## src/rtl/round_controller_if.sv

```systemverilog
// Bundles the resolver, HP-tracker and status signals of round_controller.
// Optional macro PAUSE_EN adds the pause input.
interface round_controller_if #(
  parameter int DMG_WIDTH = 7
);
  logic                 SCEN;
  logic                 start;
  logic                 p1_hit_in;
  logic                 p2_hit_in;
  logic                 p1_ko_pulse;
  logic                 p2_ko_pulse;
  logic [DMG_WIDTH-1:0] p1_hp;
  logic [DMG_WIDTH-1:0] p2_hp;
`ifdef PAUSE_EN
  logic                 pause;
`endif
  logic                 p1_hit_out;
  logic                 p2_hit_out;
  logic                 hp_clear;
  logic [2:0]           state;
  logic [6:0]           timer_sec;
  logic [3:0]           round_num;
  logic [2:0]           p1_wins;
  logic [2:0]           p2_wins;
  logic [1:0]           round_result;
  logic [1:0]           winner;

  modport master (
    output SCEN, start, p1_hit_in, p2_hit_in, p1_ko_pulse, p2_ko_pulse, p1_hp, p2_hp,
`ifdef PAUSE_EN
    output pause,
`endif
    input  p1_hit_out, p2_hit_out, hp_clear, state, timer_sec, round_num,
    input  p1_wins, p2_wins, round_result, winner
  );

  modport slave (
    input  SCEN, start, p1_hit_in, p2_hit_in, p1_ko_pulse, p2_ko_pulse, p1_hp, p2_hp,
`ifdef PAUSE_EN
    input  pause,
`endif
    output p1_hit_out, p2_hit_out, hp_clear, state, timer_sec, round_num,
    output p1_wins, p2_wins, round_result, winner
  );
endinterface

```

## src/rtl/round_controller.sv

```systemverilog
// PVP match/round sequencer: hit gating, round countdown/timer, KO/timeout outcome, win tally.
// Optional macro PAUSE_EN: freezes timers and blocks hits while bus.pause is high.
module round_controller #(
  parameter int DMG_WIDTH     = 7,
  parameter int ROUNDS_TO_WIN = 2,
  parameter int ROUND_SEC     = 99,
  parameter int TICKS_PER_SEC = 60,
  parameter int COUNTDOWN_SEC = 3,
  parameter int HOLD_TICKS    = 120
) (
  input  logic               clk,
  input  logic               reset,
  round_controller_if.slave  bus
);
  typedef enum logic [2:0] {
    S_IDLE       = 3'd0,
    S_COUNTDOWN  = 3'd1,
    S_FIGHT      = 3'd2,
    S_ROUND_END  = 3'd3,
    S_MATCH_OVER = 3'd4
  } state_t;

  // One counter serves both the per-second divider and the post-round hold.
  localparam int CNT_MAX = (TICKS_PER_SEC > HOLD_TICKS) ? TICKS_PER_SEC : HOLD_TICKS;
  localparam int CW      = $clog2(CNT_MAX + 1);
  localparam logic [CW-1:0] TICK_LAST = CW'(TICKS_PER_SEC - 1);
  localparam logic [CW-1:0] HOLD_LAST = CW'(HOLD_TICKS - 1);
  localparam logic [6:0]    CD_INIT   = 7'(COUNTDOWN_SEC);
  localparam logic [6:0]    RS_INIT   = 7'(ROUND_SEC);
  localparam logic [2:0]    WINS_MAX  = 3'(ROUNDS_TO_WIN);

  state_t        r_state;
  logic [CW-1:0] r_tick;
  logic [6:0]    r_timer;
  logic [3:0]    r_round;
  logic [2:0]    r_p1_wins;
  logic [2:0]    r_p2_wins;
  logic [1:0]    r_result;
  logic [1:0]    r_winner;
  logic          r_hp_clear;

  logic                 w_pause;
  logic                 w_live;
  logic                 w_wrap;
  logic                 w_expire;
  logic                 w_ko_any;
  logic [1:0]           w_outcome;
  logic [DMG_WIDTH-1:0] w_p1_hp;
  logic [DMG_WIDTH-1:0] w_p2_hp;

`ifdef PAUSE_EN
  assign w_pause = bus.pause & ((r_state == S_COUNTDOWN) | (r_state == S_FIGHT));
`else
  assign w_pause = 1'b0;
`endif

  assign w_p1_hp  = bus.p1_hp;
  assign w_p2_hp  = bus.p2_hp;
  assign w_ko_any = bus.p1_ko_pulse | bus.p2_ko_pulse;
  assign w_live   = (r_state == S_FIGHT) & ~w_pause & ~w_ko_any;
  assign w_wrap   = (r_tick == TICK_LAST);
  assign w_expire = (r_state == S_FIGHT) & ~w_pause & w_wrap & (r_timer == 7'd1);

  assign bus.p1_hit_out = bus.p1_hit_in & w_live;
  assign bus.p2_hit_out = bus.p2_hit_in & w_live;

  // Round outcome code: 0 none, 1 P1, 2 P2, 3 draw. KOs outrank the clock.
  always_comb begin
    w_outcome = 2'd0;
    if (r_state == S_FIGHT) begin
      if (bus.p1_ko_pulse && bus.p2_ko_pulse) w_outcome = 2'd3;
      else if (bus.p2_ko_pulse)               w_outcome = 2'd1;
      else if (bus.p1_ko_pulse)               w_outcome = 2'd2;
      else if (w_expire) begin
        if (w_p1_hp > w_p2_hp)      w_outcome = 2'd1;
        else if (w_p2_hp > w_p1_hp) w_outcome = 2'd2;
        else                        w_outcome = 2'd3;
      end
    end
  end

  always_ff @(posedge clk or posedge reset) begin
    if (reset) begin
      r_state    <= S_IDLE;
      r_tick     <= '0;
      r_timer    <= '0;
      r_round    <= '0;
      r_p1_wins  <= '0;
      r_p2_wins  <= '0;
      r_result   <= '0;
      r_winner   <= '0;
      r_hp_clear <= 1'b0;
    end else if (bus.SCEN) begin
      r_hp_clear <= 1'b0;
      case (r_state)
        S_IDLE, S_MATCH_OVER: begin
          if (bus.start) begin
            r_p1_wins  <= '0;
            r_p2_wins  <= '0;
            r_winner   <= '0;
            r_result   <= '0;
            r_round    <= 4'd1;
            r_timer    <= CD_INIT;
            r_tick     <= '0;
            r_hp_clear <= 1'b1;
            r_state    <= S_COUNTDOWN;
          end
        end
        S_COUNTDOWN: begin
          if (!w_pause) begin
            if (w_wrap) begin
              r_tick <= '0;
              if (r_timer == 7'd1) begin
                r_timer <= RS_INIT;
                r_state <= S_FIGHT;
              end else begin
                r_timer <= r_timer - 7'd1;
              end
            end else begin
              r_tick <= r_tick + 1'b1;
            end
          end
        end
        S_FIGHT: begin
          if (w_outcome != 2'd0) begin
            r_result <= w_outcome;
            if (w_outcome == 2'd1 && r_p1_wins != WINS_MAX) r_p1_wins <= r_p1_wins + 3'd1;
            if (w_outcome == 2'd2 && r_p2_wins != WINS_MAX) r_p2_wins <= r_p2_wins + 3'd1;
            if (!w_ko_any) r_timer <= '0;
            r_tick  <= '0;
            r_state <= S_ROUND_END;
          end else if (!w_pause) begin
            if (w_wrap) begin
              r_tick  <= '0;
              r_timer <= r_timer - 7'd1;
            end else begin
              r_tick <= r_tick + 1'b1;
            end
          end
        end
        S_ROUND_END: begin
          if (r_tick == HOLD_LAST) begin
            r_tick <= '0;
            if (r_p1_wins == WINS_MAX) begin
              r_winner <= 2'd1;
              r_state  <= S_MATCH_OVER;
            end else if (r_p2_wins == WINS_MAX) begin
              r_winner <= 2'd2;
              r_state  <= S_MATCH_OVER;
            end else begin
              if (r_round != 4'd15) r_round <= r_round + 4'd1;
              r_timer    <= CD_INIT;
              r_hp_clear <= 1'b1;
              r_state    <= S_COUNTDOWN;
            end
          end else begin
            r_tick <= r_tick + 1'b1;
          end
        end
        default: r_state <= S_IDLE;
      endcase
    end
  end

  assign bus.state        = r_state;
  assign bus.timer_sec    = r_timer;
  assign bus.round_num    = r_round;
  assign bus.p1_wins      = r_p1_wins;
  assign bus.p2_wins      = r_p2_wins;
  assign bus.round_result = r_result;
  assign bus.winner       = r_winner;
  assign bus.hp_clear     = r_hp_clear;
endmodule

```

## src/flat_wrapper.sv

```systemverilog
// flat-port wrapper written by rule: the top's interface ports become plain ports
module round_controller_flat 
#(
  parameter int DMG_WIDTH     = 7,
  parameter int ROUNDS_TO_WIN = 2,
  parameter int ROUND_SEC     = 99,
  parameter int TICKS_PER_SEC = 60,
  parameter int COUNTDOWN_SEC = 3,
  parameter int HOLD_TICKS    = 120
)
  (clk, reset, bus_SCEN, bus_start, bus_p1_hit_in, bus_p2_hit_in, bus_p1_ko_pulse, bus_p2_ko_pulse, bus_p1_hp, bus_p2_hp, bus_p1_hit_out, bus_p2_hit_out, bus_hp_clear, bus_state, bus_timer_sec, bus_round_num, bus_p1_wins, bus_p2_wins, bus_round_result, bus_winner);
  round_controller_if #(.DMG_WIDTH(DMG_WIDTH)) bus_i ();
  input  logic clk;
  input  logic reset;
  input wire logic [$bits(bus_i.SCEN)-1:0] bus_SCEN;
  input wire logic [$bits(bus_i.start)-1:0] bus_start;
  input wire logic [$bits(bus_i.p1_hit_in)-1:0] bus_p1_hit_in;
  input wire logic [$bits(bus_i.p2_hit_in)-1:0] bus_p2_hit_in;
  input wire logic [$bits(bus_i.p1_ko_pulse)-1:0] bus_p1_ko_pulse;
  input wire logic [$bits(bus_i.p2_ko_pulse)-1:0] bus_p2_ko_pulse;
  input wire logic [$bits(bus_i.p1_hp)-1:0] bus_p1_hp;
  input wire logic [$bits(bus_i.p2_hp)-1:0] bus_p2_hp;
  output wire logic [$bits(bus_i.p1_hit_out)-1:0] bus_p1_hit_out;
  output wire logic [$bits(bus_i.p2_hit_out)-1:0] bus_p2_hit_out;
  output wire logic [$bits(bus_i.hp_clear)-1:0] bus_hp_clear;
  output wire logic [$bits(bus_i.state)-1:0] bus_state;
  output wire logic [$bits(bus_i.timer_sec)-1:0] bus_timer_sec;
  output wire logic [$bits(bus_i.round_num)-1:0] bus_round_num;
  output wire logic [$bits(bus_i.p1_wins)-1:0] bus_p1_wins;
  output wire logic [$bits(bus_i.p2_wins)-1:0] bus_p2_wins;
  output wire logic [$bits(bus_i.round_result)-1:0] bus_round_result;
  output wire logic [$bits(bus_i.winner)-1:0] bus_winner;
  assign bus_i.SCEN = bus_SCEN;
  assign bus_i.start = bus_start;
  assign bus_i.p1_hit_in = bus_p1_hit_in;
  assign bus_i.p2_hit_in = bus_p2_hit_in;
  assign bus_i.p1_ko_pulse = bus_p1_ko_pulse;
  assign bus_i.p2_ko_pulse = bus_p2_ko_pulse;
  assign bus_i.p1_hp = bus_p1_hp;
  assign bus_i.p2_hp = bus_p2_hp;
  assign bus_p1_hit_out = bus_i.p1_hit_out;
  assign bus_p2_hit_out = bus_i.p2_hit_out;
  assign bus_hp_clear = bus_i.hp_clear;
  assign bus_state = bus_i.state;
  assign bus_timer_sec = bus_i.timer_sec;
  assign bus_round_num = bus_i.round_num;
  assign bus_p1_wins = bus_i.p1_wins;
  assign bus_p2_wins = bus_i.p2_wins;
  assign bus_round_result = bus_i.round_result;
  assign bus_winner = bus_i.winner;
  round_controller #(.DMG_WIDTH(DMG_WIDTH), .ROUNDS_TO_WIN(ROUNDS_TO_WIN), .ROUND_SEC(ROUND_SEC), .TICKS_PER_SEC(TICKS_PER_SEC), .COUNTDOWN_SEC(COUNTDOWN_SEC), .HOLD_TICKS(HOLD_TICKS)) u_core (.clk(clk), .reset(reset), .bus(bus_i));
endmodule
```

## config.mk

```make
export PLATFORM = sky130hd
export DESIGN_NAME = round_controller_flat
export DESIGN_NICKNAME = d
export VERILOG_FILES = /design/src/rtl/round_controller_if.sv /design/src/rtl/round_controller.sv /design/src/flat_wrapper.sv
export SDC_FILE = /design/constraint.sdc
export NUM_CORES = 1
export LEC_CHECK = 0
export ABC_CLOCK_PERIOD_IN_PS = 2650
export BUFFER_PORTS_ARGS = -buffer_cell sky130_fd_sc_hd__buf_2
export CAP_MARGIN = 20
export CORE_MARGIN = 2
export CORE_UTILIZATION = 41
export CTS_CLUSTER_DIAMETER = 200
export DETAILED_ROUTE_END_ITERATION = 10
export SLEW_MARGIN = 10
export SYNTH_ARGS = -nofsm -noshare
export SYNTH_HDL_FRONTEND = slang
export SYNTH_SLANG_ARGS = --single-unit
```

## constraint.sdc

```tcl
create_clock -name clk -period 2.65 [get_ports clk]
set_clock_uncertainty 0.15 [all_clocks]
set_input_delay 0.265 -clock clk [delete_from_list [all_inputs] [get_ports clk]]
set_output_delay 0.265 -clock clk [all_outputs]
set_load 0.1 [all_outputs]
```

# After elaboration in Yosys (flattened, before gate mapping)
# Cells that the tools add are included.
[classes]
n_bitwise = 7
n_eq_ne = 27
n_mux = 55
magnitude_cmp = 2
reduce_logical = 17
add_sub_neg = 5
[ops]
columns = ["op", "n"]
rows = [
  ["7-bit two-way mux", 13],
  ["7-bit case mux with 4 select lines", 2],
  ["3-bit two-way mux", 12],
  ["2-bit two-way mux", 11],
  ["4-bit two-way mux", 5],
  ["5-bit AND reduction", 3],
  ["7-bit > comparator", 2],
  ["3-bit by 2-bit equality test with 1-bit output, second input constant", 4],
  ["2-bit != test, second input constant", 6],
  ["3-bit case mux with 2 select lines", 2],
  ["3-bit case mux with 4 select lines", 1],
  ["3-bit by 2-bit != test with 1-bit output, second input constant", 3],
  ["9-bit AND reduction", 1],
  ["2-bit by 1-bit != test with 1-bit output, second input constant", 4],
  ["2-bit case mux with 2 select lines", 2],
  ["4-bit case mux with 2 select lines", 1],
  ["7-bit by 1-bit adder with 7-bit output, second input constant", 1],
  ["7-bit by 1-bit equality test with 1-bit output, second input constant", 1],
  ["7-bit by 6-bit equality test with 1-bit output, second input constant", 1],
  ["7-bit equality test, second input constant", 1],
  ["7-bit AND reduction", 1],
  ["7-bit by 1-bit subtractor with 7-bit output, second input constant", 1],
  ["3-bit by 1-bit adder with 3-bit output, second input constant", 2],
  ["6-bit AND reduction", 1],
  ["other kinds (20)", 32],
]
[totals]
word_cells = 122
input_bits = 22
out_inout_bits = 27
register_bits = 32

# Longest topological paths before layout
# Gate-level depths: netlist of run 1.
[logic_depth]
word_depth = 13
ltp_mapped = 8
mapped_depth_nobuf = 7

# Worst setup path before layout of run 1
# OpenSTA, ideal clock, no wires.
[synth_path]
path_kind = "register to output"
startpoint = "register u_core.r_state[1], in the netlist u_core.bus.state[1]"
endpoint = "output bus_p1_hit_out"
arrival_time_ns = 2.497
path_stages_with_launch = 4
t_required_ns = 2.235
setup_slack_ns = -0.262
path_buffers = 1
path_cell_list = "dfrtp_1 nor3b_2 clkbuf_1 and3_1"
[synth_via]
elab_chain_cells = 3
[synth_rtl]
columns = ["item", "line_no", "source"]
rows = [
  ["start: declaration", "round_controller.sv:32", "state_t r_state;"],
  ["start signal: assignment", "round_controller.sv:84", "r_state <= S_IDLE;"],
  ["start signal: assignment", "round_controller.sv:106", "r_state <= S_COUNTDOWN;"],
  ["start signal: assignment", "round_controller.sv:115", "r_state <= S_FIGHT;"],
  ["3-bit by 2-bit equality test with 1-bit output", "round_controller.sv:60", "assign w_live = (r_state == S_FIGHT) & ~w_pause & ~w_ko_any;"],
  ["1-bit bitwise AND", "round_controller.sv:60", ""],
  ["1-bit bitwise AND", "round_controller.sv:64", "assign bus.p1_hit_out = bus.p1_hit_in & w_live;"],
  ["end: declaration", "flat_wrapper.sv:23", "output wire logic [$bits(bus_i.p1_hit_out)-1:0] bus_p1_hit_out;"],
]
# No other way between the ends.

# Final worst setup path of run 1
[layout_path]
startpoint = "register u_core.r_state[1], in the netlist u_core.bus.state[1]"
endpoint = "output bus_p2_hit_out"
[layout_via]
elab_chain_cells = 3
[layout_rtl]
columns = ["item", "line_no", "source"]
rows = [
  ["3-bit by 2-bit equality test with 1-bit output", "round_controller.sv:60", ""],
  ["1-bit bitwise AND", "round_controller.sv:60", ""],
  ["1-bit bitwise AND", "round_controller.sv:65", "assign bus.p2_hit_out = bus.p2_hit_in & w_live;"],
  ["end: declaration", "flat_wrapper.sv:24", "output wire logic [$bits(bus_i.p2_hit_out)-1:0] bus_p2_hit_out;"],
]
# No other way between the ends.

==> metrics.csv, run 1 <==
stage,metric,value,unit
critical_path,Crit Path Class,flip-flop to output port,
critical_path,FF-to-FF End,u_core.bus.state[0],
logic_synthesis,Synth Register Bits,32,
global_route,Overflow after GRT,0,
clock_tree,CTS tree,done,
sta,Final Slew Violations,0,
routing,vias per std cell,5.565,
logic_synthesis,most frequent cells after synthesis,"32 x dfrtp_1, 22 x nand2_1, 19 x inv_1, 17 x nor2_1, 15 x ha_1",
sta,fmax,0.4190,GHz
finish,Fillers,541,
sta,slew margin rel.,60.36,%
clock_tree,clock buffer depth,2,
placement,Post-DP HPWL,4.404,mm
sta,Final Hold Fails,0,
critical_path,r2r startpoint,u_core.bus.timer_sec[1],
logic_synthesis,Mapped Area,2361,µm²
sta,fin crit share,90.06,%
placement,GP Congestion,0.8205,
finish,fin nets,357,
die,Ports,49,
critical_path,Critical path origin,u_core.bus.state[1],
global_route,vias in the first global route,2195,
logic_synthesis,top-area cell type share of the netlist area,33.92,%
clock_tree,clock latency on the worst-skew pair,290,ps
logic_synthesis,"Seq/Total Area, Yosys",33.92,%
finish,Area growth syn-to-layout,21.14,%
critical_path,reg2reg setup slack,290,ps
clock_tree,H-tree depth,2,
die,row count,27,
die,Die Area,6382,µm²
job,Max-Cap Viols,0,
routing,ANT nets after route,0,
sta,fin crit period,2387,ps
critical_path,Worst Setup End Kind,output port,
routing,routed vias,2187,
finish,ant diodes,0,
sta,final setup fails,0,
routing,DRC viols,0,
critical_path,depth of the most critical reg-to-reg path,7,
clock_tree,clock buffer count from CTS,5,
logic_synthesis,most common cell in the synthesized netlist,dfrtp_1,
outcome,status,finished clean,
die,Vert. Die Dim,79.89,µm
global_route,global-route wire length before repair,10.14,mm
logic_synthesis,Synth area leader,dfrtp_1,
die,Core ar.,5540,µm²
logic_synthesis,gate count after technology mapping,263,
global_route,largest net degree at the start of global routing,21,
clock_tree,post-CTS resize count,0,
finish,share of cells above drive strength 1,31.78,%
clock_tree,clock root cell,clkbuf_8,
logic_synthesis,Syn Area/Cell,8.977,µm²
logic_synthesis,post-synth cell types,64,
sta,Worst Tran Pin Value,593.4,ps
die,initial core utilization,42.62,%
critical_path,CP max FO,14,
placement,# port buffers,48,
sta,Fin Setup TNS,0,ps
worst_hold_path,worst hold path type,input pin to flip-flop,
global_route,initial antenna violation count,0,
critical_path,crit path capture,bus_p2_hit_out,
routing,drt first pass iters,4,
critical_path,Worst Path Arrival,1970,ps
logic_synthesis,top post-synthesis cells by area,"dfrtp_1 34%, ha_1 7.9%, nand2_1 3.5%",
logic_synthesis,Yosys Warn Count,0,
clock_tree,clock sink count,32,
logic_synthesis,syn_nets,300,
routing,1st-iter DRT viols,86,
routing,final WL,5.774,mm
die,Die Span X,79.89,µm
logic_synthesis,Post-synth EDFFs,0,
critical_path,CP Launch Type,flip-flop,
clock_tree,clk slew on worst S/H paths,80,ps
critical_path,CP required,2240,ps
logic_synthesis,Async SR Flop Fraction,100.0,%
logic_synthesis,Synth Flop Type,dfrtp_1,
sta,RSZ-0062 raised after global routing,false,
global_route,gr usage total,19.88,%
routing,WL/cell,14.69,µm
## per-stage QoR
stage          util, %  setup slack [ps]  instance area (µm²)  std cells  hold WS, ps
5_1_grt          51.63             122.9                 2860        393        264.7
3_5_place_dp     49.16             314.1                 2724        384        167.2
3_3_place_gp     49.16             350.1                 2724        384        155.4
6_report         51.63             263.4                 2860        393        231.3
4_1_cts          51.63             228.1                 2860        393        226.9
2_1_floorplan        -             28.73                 2374        263        230.6
## placed cells by master, fill, tap and decap left out, types with 10 or more instances in the layout
master / count
nand3_1: 11
ha_1: 15
a21oi_1: 10
nor2_1: 17
inv_1: 19
dfrtp_1: 24
nand2_1: 22
buf_2: 48
o21ai_0: 12
## cell type report
cell class                 instances  area [µm²]  share of cell area [%]
clock buffer                       7       96.34                   3.368
clock inverter                     1       30.03                   1.050
inverter                          19       71.32                   2.493
multi-input combinational        204        1444                   50.48
sequential                        32       810.8                   28.35
tap                               72       90.09                   3.150
timing repair buffer              58       317.8                   11.11
## cell families (layout without fill, tap and decap cells)
group / Yosys count / after routing / share of synthesized area [%]
compound gates: 81 / 81 / 24.75
xor+xnor: 2 / 2 / 0.7421
fa+ha+maj: 15 / 15 / 7.949
buf+inv: 27 / 85 / 5.034
flops: 32 / 32 / 33.92
mux: 9 / 9 / 4.451
simple gates: 97 / 97 / 23.16
## layer usage
metal	wire length, µm	part of all wire [%]	vias up	GRT usage, %
li1	-	-	1102	-
met3	158	2.7	11	3.733
met2	2705	47	29	33.08
met5	0	0	-	0
met1	2815	49	1045	25.76
met4	95	1.6	0	6.780
## flip-flops by register name (all words and copies together) (netlist names)
signal / flops
u_core.bus.timer_sec: 7
u_core.r_tick: 7
u_core.bus.round_num: 4
u_core.bus.p1_wins: 3
u_core.bus.p2_wins: 3
u_core.bus.state: 3
u_core.bus.round_result: 2
u_core.bus.winner: 2
u_core.bus.hp_clear: 1
## how the worst min path moves through the flow
stage                         from                      end  cells after the start
after floorplan              reset      u_core.bus.hp_clear                      1
after global placement       reset         u_core.r_tick[4]                      2
after detailed placement     reset         u_core.r_tick[4]                      2
after CTS                 bus_SCEN  u_core.bus.round_num[0]                      3
after global routing      bus_SCEN  u_core.bus.round_num[0]                      3
final                     bus_SCEN  u_core.bus.round_num[0]                      3
## repair_timing
item,in CTS,in global routing
setup endpoints to repair,0,0
hold buffers,1,0
buffers inserted,0,0
hold endpoints to repair,12,0
## worst max-delay path: stages (launching register included)
cell,delay (ps)
dfrtp_2,500
nor3b_2,500
and3_2,270
buf_2,420
Power of run 1 is left out: the tool's default activity adds up to more than one toggle a clock period on the data nets, which glitch-free logic cannot reach.
==> inputs of run 2 (changes only) <==
--- a/config.mk
+++ b/config.mk
@@ -5,11 +5,13 @@
 export SDC_FILE = /design/constraint.sdc
 export NUM_CORES = 1
 export LEC_CHECK = 0
-export ABC_CLOCK_PERIOD_IN_PS = 2650
+export ABC_AREA = 1
+export ABC_CLOCK_PERIOD_IN_PS = 3100
 export BUFFER_PORTS_ARGS = -buffer_cell sky130_fd_sc_hd__buf_2
 export CAP_MARGIN = 20
 export CORE_MARGIN = 2
 export CORE_UTILIZATION = 41
+export CTS_BUF_LIST = sky130_fd_sc_hd__clkbuf_8
 export CTS_CLUSTER_DIAMETER = 200
 export DETAILED_ROUTE_END_ITERATION = 10
 export SLEW_MARGIN = 10
==> constraint.sdc (replaced) <==
create_clock -name clk -period 3.1 [get_ports clk]
set_clock_uncertainty 0.15 [all_clocks]
set_input_delay 0.31 -clock clk [delete_from_list [all_inputs] [get_ports clk]]
set_output_delay 0.31 -clock clk [all_outputs]
set_load 0.1 [all_outputs]
==> metrics.csv, run 2 <==
stage,metric,value,unit
outcome,status,finished clean,
clock_tree,clock latency on the worst-skew pair,290,ps
routing,WL/cell,11.83,µm
sta,slew margin rel.,62.05,%
clock_tree,CTS tree,done,
finish,Area growth syn-to-layout,18.96,%
logic_synthesis,Synth Area in XOR/XNOR,2.632,%
logic_synthesis,Post-Synth Simple-Gate Area,36.47,%
sta,Worst Tran Pin Value,564.4,ps
worst_hold_path,worst hold path type,input pin to flip-flop,
clock_tree,clock buffer count from CTS,5,
die,Core ar.,5507,µm²
die,Die Span X,79.38,µm
finish,non-filler cells in the finished layout,440,
logic_synthesis,Synth Flop Type,dfrtp_1,
global_route,largest net degree at the start of global routing,33,
die,Die Area,6301,µm²
sta,fin worst setup slack,788.3,ps
critical_path,Worst Path Arrival,1850,ps
routing,drt first pass iters,5,
pwr,Clk pwr share,13.5,%
placement,# port buffers,48,
routing,final WL,5.204,mm
logic_synthesis,top-area cell type share of the netlist area,34.37,%
logic_synthesis,most common cell in the synthesized netlist,nand2_1,
logic_synthesis,top post-synthesis cells by area,"dfrtp_1 34%, nand2_1 15%, ha_1 8.1%",
clock_tree,clock sink count,32,
sta,fin crit share,74.57,%
global_route,vias in the first global route,2008,
logic_synthesis,Mapped Area,2330,µm²
placement,Placed Cells,431,
logic_synthesis,Synth Register Bits,32,
sta,RSZ-0062 raised after global routing,false,
global_route,gr usage total,18.31,%
logic_synthesis,Post-synth EDFFs,0,
pwr,Switching Power,1.564,mW
sta,fmax,0.4326,GHz
finish,share of cells above drive strength 1,24.46,%
global_route,global-route wire length before repair,9.128,mm
routing,ANT nets after route,0,
pwr,total power,2.612,mW
sta,final setup fails,0,
logic_synthesis,Async SR Flop Fraction,100.0,%
global_route,Overflow after GRT,0,
critical_path,CP max FO,9,
sta,fin crit period,2312,ps
critical_path,Worst Setup End Kind,output port,
logic_synthesis,Synth Area in Compound Gates,10.37,%
routing,DRC viols,0,
die,row count,27,
placement,Post-DP HPWL,4.032,mm
die,Ports,49,
finish,Fillers,531,
die,initial core utilization,42.31,%
logic_synthesis,gate count after technology mapping,310,
pwr,Leakage Power,1.559,nW
logic_synthesis,post-synth cell types,33,
logic_synthesis,"Seq/Total Area, Yosys",34.37,%
die,Vert. Die Dim,79.38,µm
pwr,Pwr per Cell Area,942.6,nW/µm²
logic_synthesis,largest family of logic cells by synthesized area,simple AND/OR/NAND/NOR gates,
pwr,Pint,1.048,mW
logic_synthesis,Yosys Warn Count,0,
pwr,Seq pwr share,23.9,%
logic_synthesis,Synth Area in Adders,8.056,%
placement,Post-Place Worst Slack,918.5,ps
critical_path,CP Launch Type,flip-flop,
clock_tree,clock root cell,clkbuf_8,
placement,GP Congestion,0.8643,
critical_path,Crit Path Class,flip-flop to output port,
clock_tree,clock buffer depth,2,
finish,"commonest non-fill, non-tap cell in the layout",nand2_1,
clock_tree,H-tree depth,2,
sta,Final Slew Violations,0,
pwr,combinational share of power,62.6,%
logic_synthesis,Synth area leader,dfrtp_1,
finish,fin nets,404,
routing,vias per std cell,4.795,
logic_synthesis,mux cell area share after synthesis,0,%
logic_synthesis,syn_nets,347,
logic_synthesis,Syn Area/Cell,7.515,µm²
pwr,Sw Share,59.89,%
routing,routed vias,2110,
job,Max-Cap Viols,0,
pwr,Max VDD drop,0.8011,mV
clock_tree,clk slew on worst S/H paths,80,ps
sta,Final Hold Fails,0,
finish,most frequent cells in the layout,"95 x nand2_1, 48 x buf_2, 43 x inv_1",
finish,final core occ,50.33,%
routing,1st-iter DRT viols,89,
finish,ant diodes,0,
global_route,initial antenna violation count,0,
logic_synthesis,most frequent cells after synthesis,"95 x nand2_1, 42 x inv_1, 32 x dfrtp_1, 21 x nor2_1, 18 x o21ai_0",
critical_path,CP required,2640,ps
-- run 2: logic make-up after synthesis --
group                    after synthesis
XOR/XNOR                               7
adder cells (fa/ha/maj)               15
AO/OA/AOI/OAI                         41
flip-flops                            32
buffers and inverters                 49
AND/OR/NAND/NOR                      166
-- run 2: worst paths after layout --
check / depth (start not counted) / endpoint / start / slack (ps)
max: 6 / bus_p2_hit_out / u_core.bus.state[2] / 790
min: 4 / u_core.bus.hp_clear / bus_SCEN / 220
max reg2reg: 14 / u_core.bus.timer_sec[2] / u_core.r_tick[0] / 940
min reg2reg: 2 / u_core.bus.winner[0] / u_core.bus.winner[0] / 330
max in group asynchronous: 4 / u_core.bus.p2_wins[0] / reset / 1990
min in group asynchronous: 4 / u_core.bus.state[1] / reset / 510
-- run 2: layout make-up --
class | count | area, µm² | share of cell area [%]
repair buffers | 50 | 257.7 | 9.300
multi-input cells | 229 | 1340 | 48.35
inverters | 49 | 188.9 | 6.817
flip-flops and latches | 32 | 800.8 | 28.89
well taps | 72 | 90.09 | 3.251
clock inverters | 2 | 11.26 | 0.4063
clock buffers | 6 | 82.58 | 2.980
-- run 2: power by group through the flow --
stage / Sequential, mW / Clock, mW / Combinational [mW]
2_1_floorplan: 1.25 / 0 / 0.729
3_3_place_gp: 0.632 / 0 / 1.63
3_5_place_dp: 0.631 / 0 / 1.64
4_1_cts: 0.624 / 0.357 / 1.65
5_1_grt: 0.640 / 0.381 / 1.78
6_report: 0.623 / 0.352 / 1.64
-- run 2: layer usage --
layer / wire length (µm) / global-route usage [%] / vias up
met5: 0 / 0 / -
met4: 61 / 5.690 / 0
met3: 253 / 3.733 / 6
met2: 2236 / 28.81 / 56
met1: 2651 / 25.34 / 937
li1: - / - / 1111
-- run 2: per-stage QoR --
stage	hold slack, ps	TNS (ps)	instance area, µm²
final	224.5	0	2771
after global placement	272.7	0	2668
after global routing	251.4	0	2771
after floorplan	276.2	-303.9	2330
after CTS	241.1	0	2771
after detailed placement	280.2	0	2668
-- run 2: critical path, stage by stage, from the launching register on --
cell,delay (ps)
dfrtp_1,470
nor2_4,170
nand2_4,120
inv_6,130
nand3_1,110
nor2_1,110
buf_2,430
-- run 2: repair_timing --
| item | in CTS | in global routing |
|---|---|---|
| endpoints found under the hold margin | 32 | 0 |
| gates resized for setup | 0 | 0 |
| hold buffers | 1 | 0 |
| setup buffers | 0 | 0 |
(Power assumes the default switching activity.)
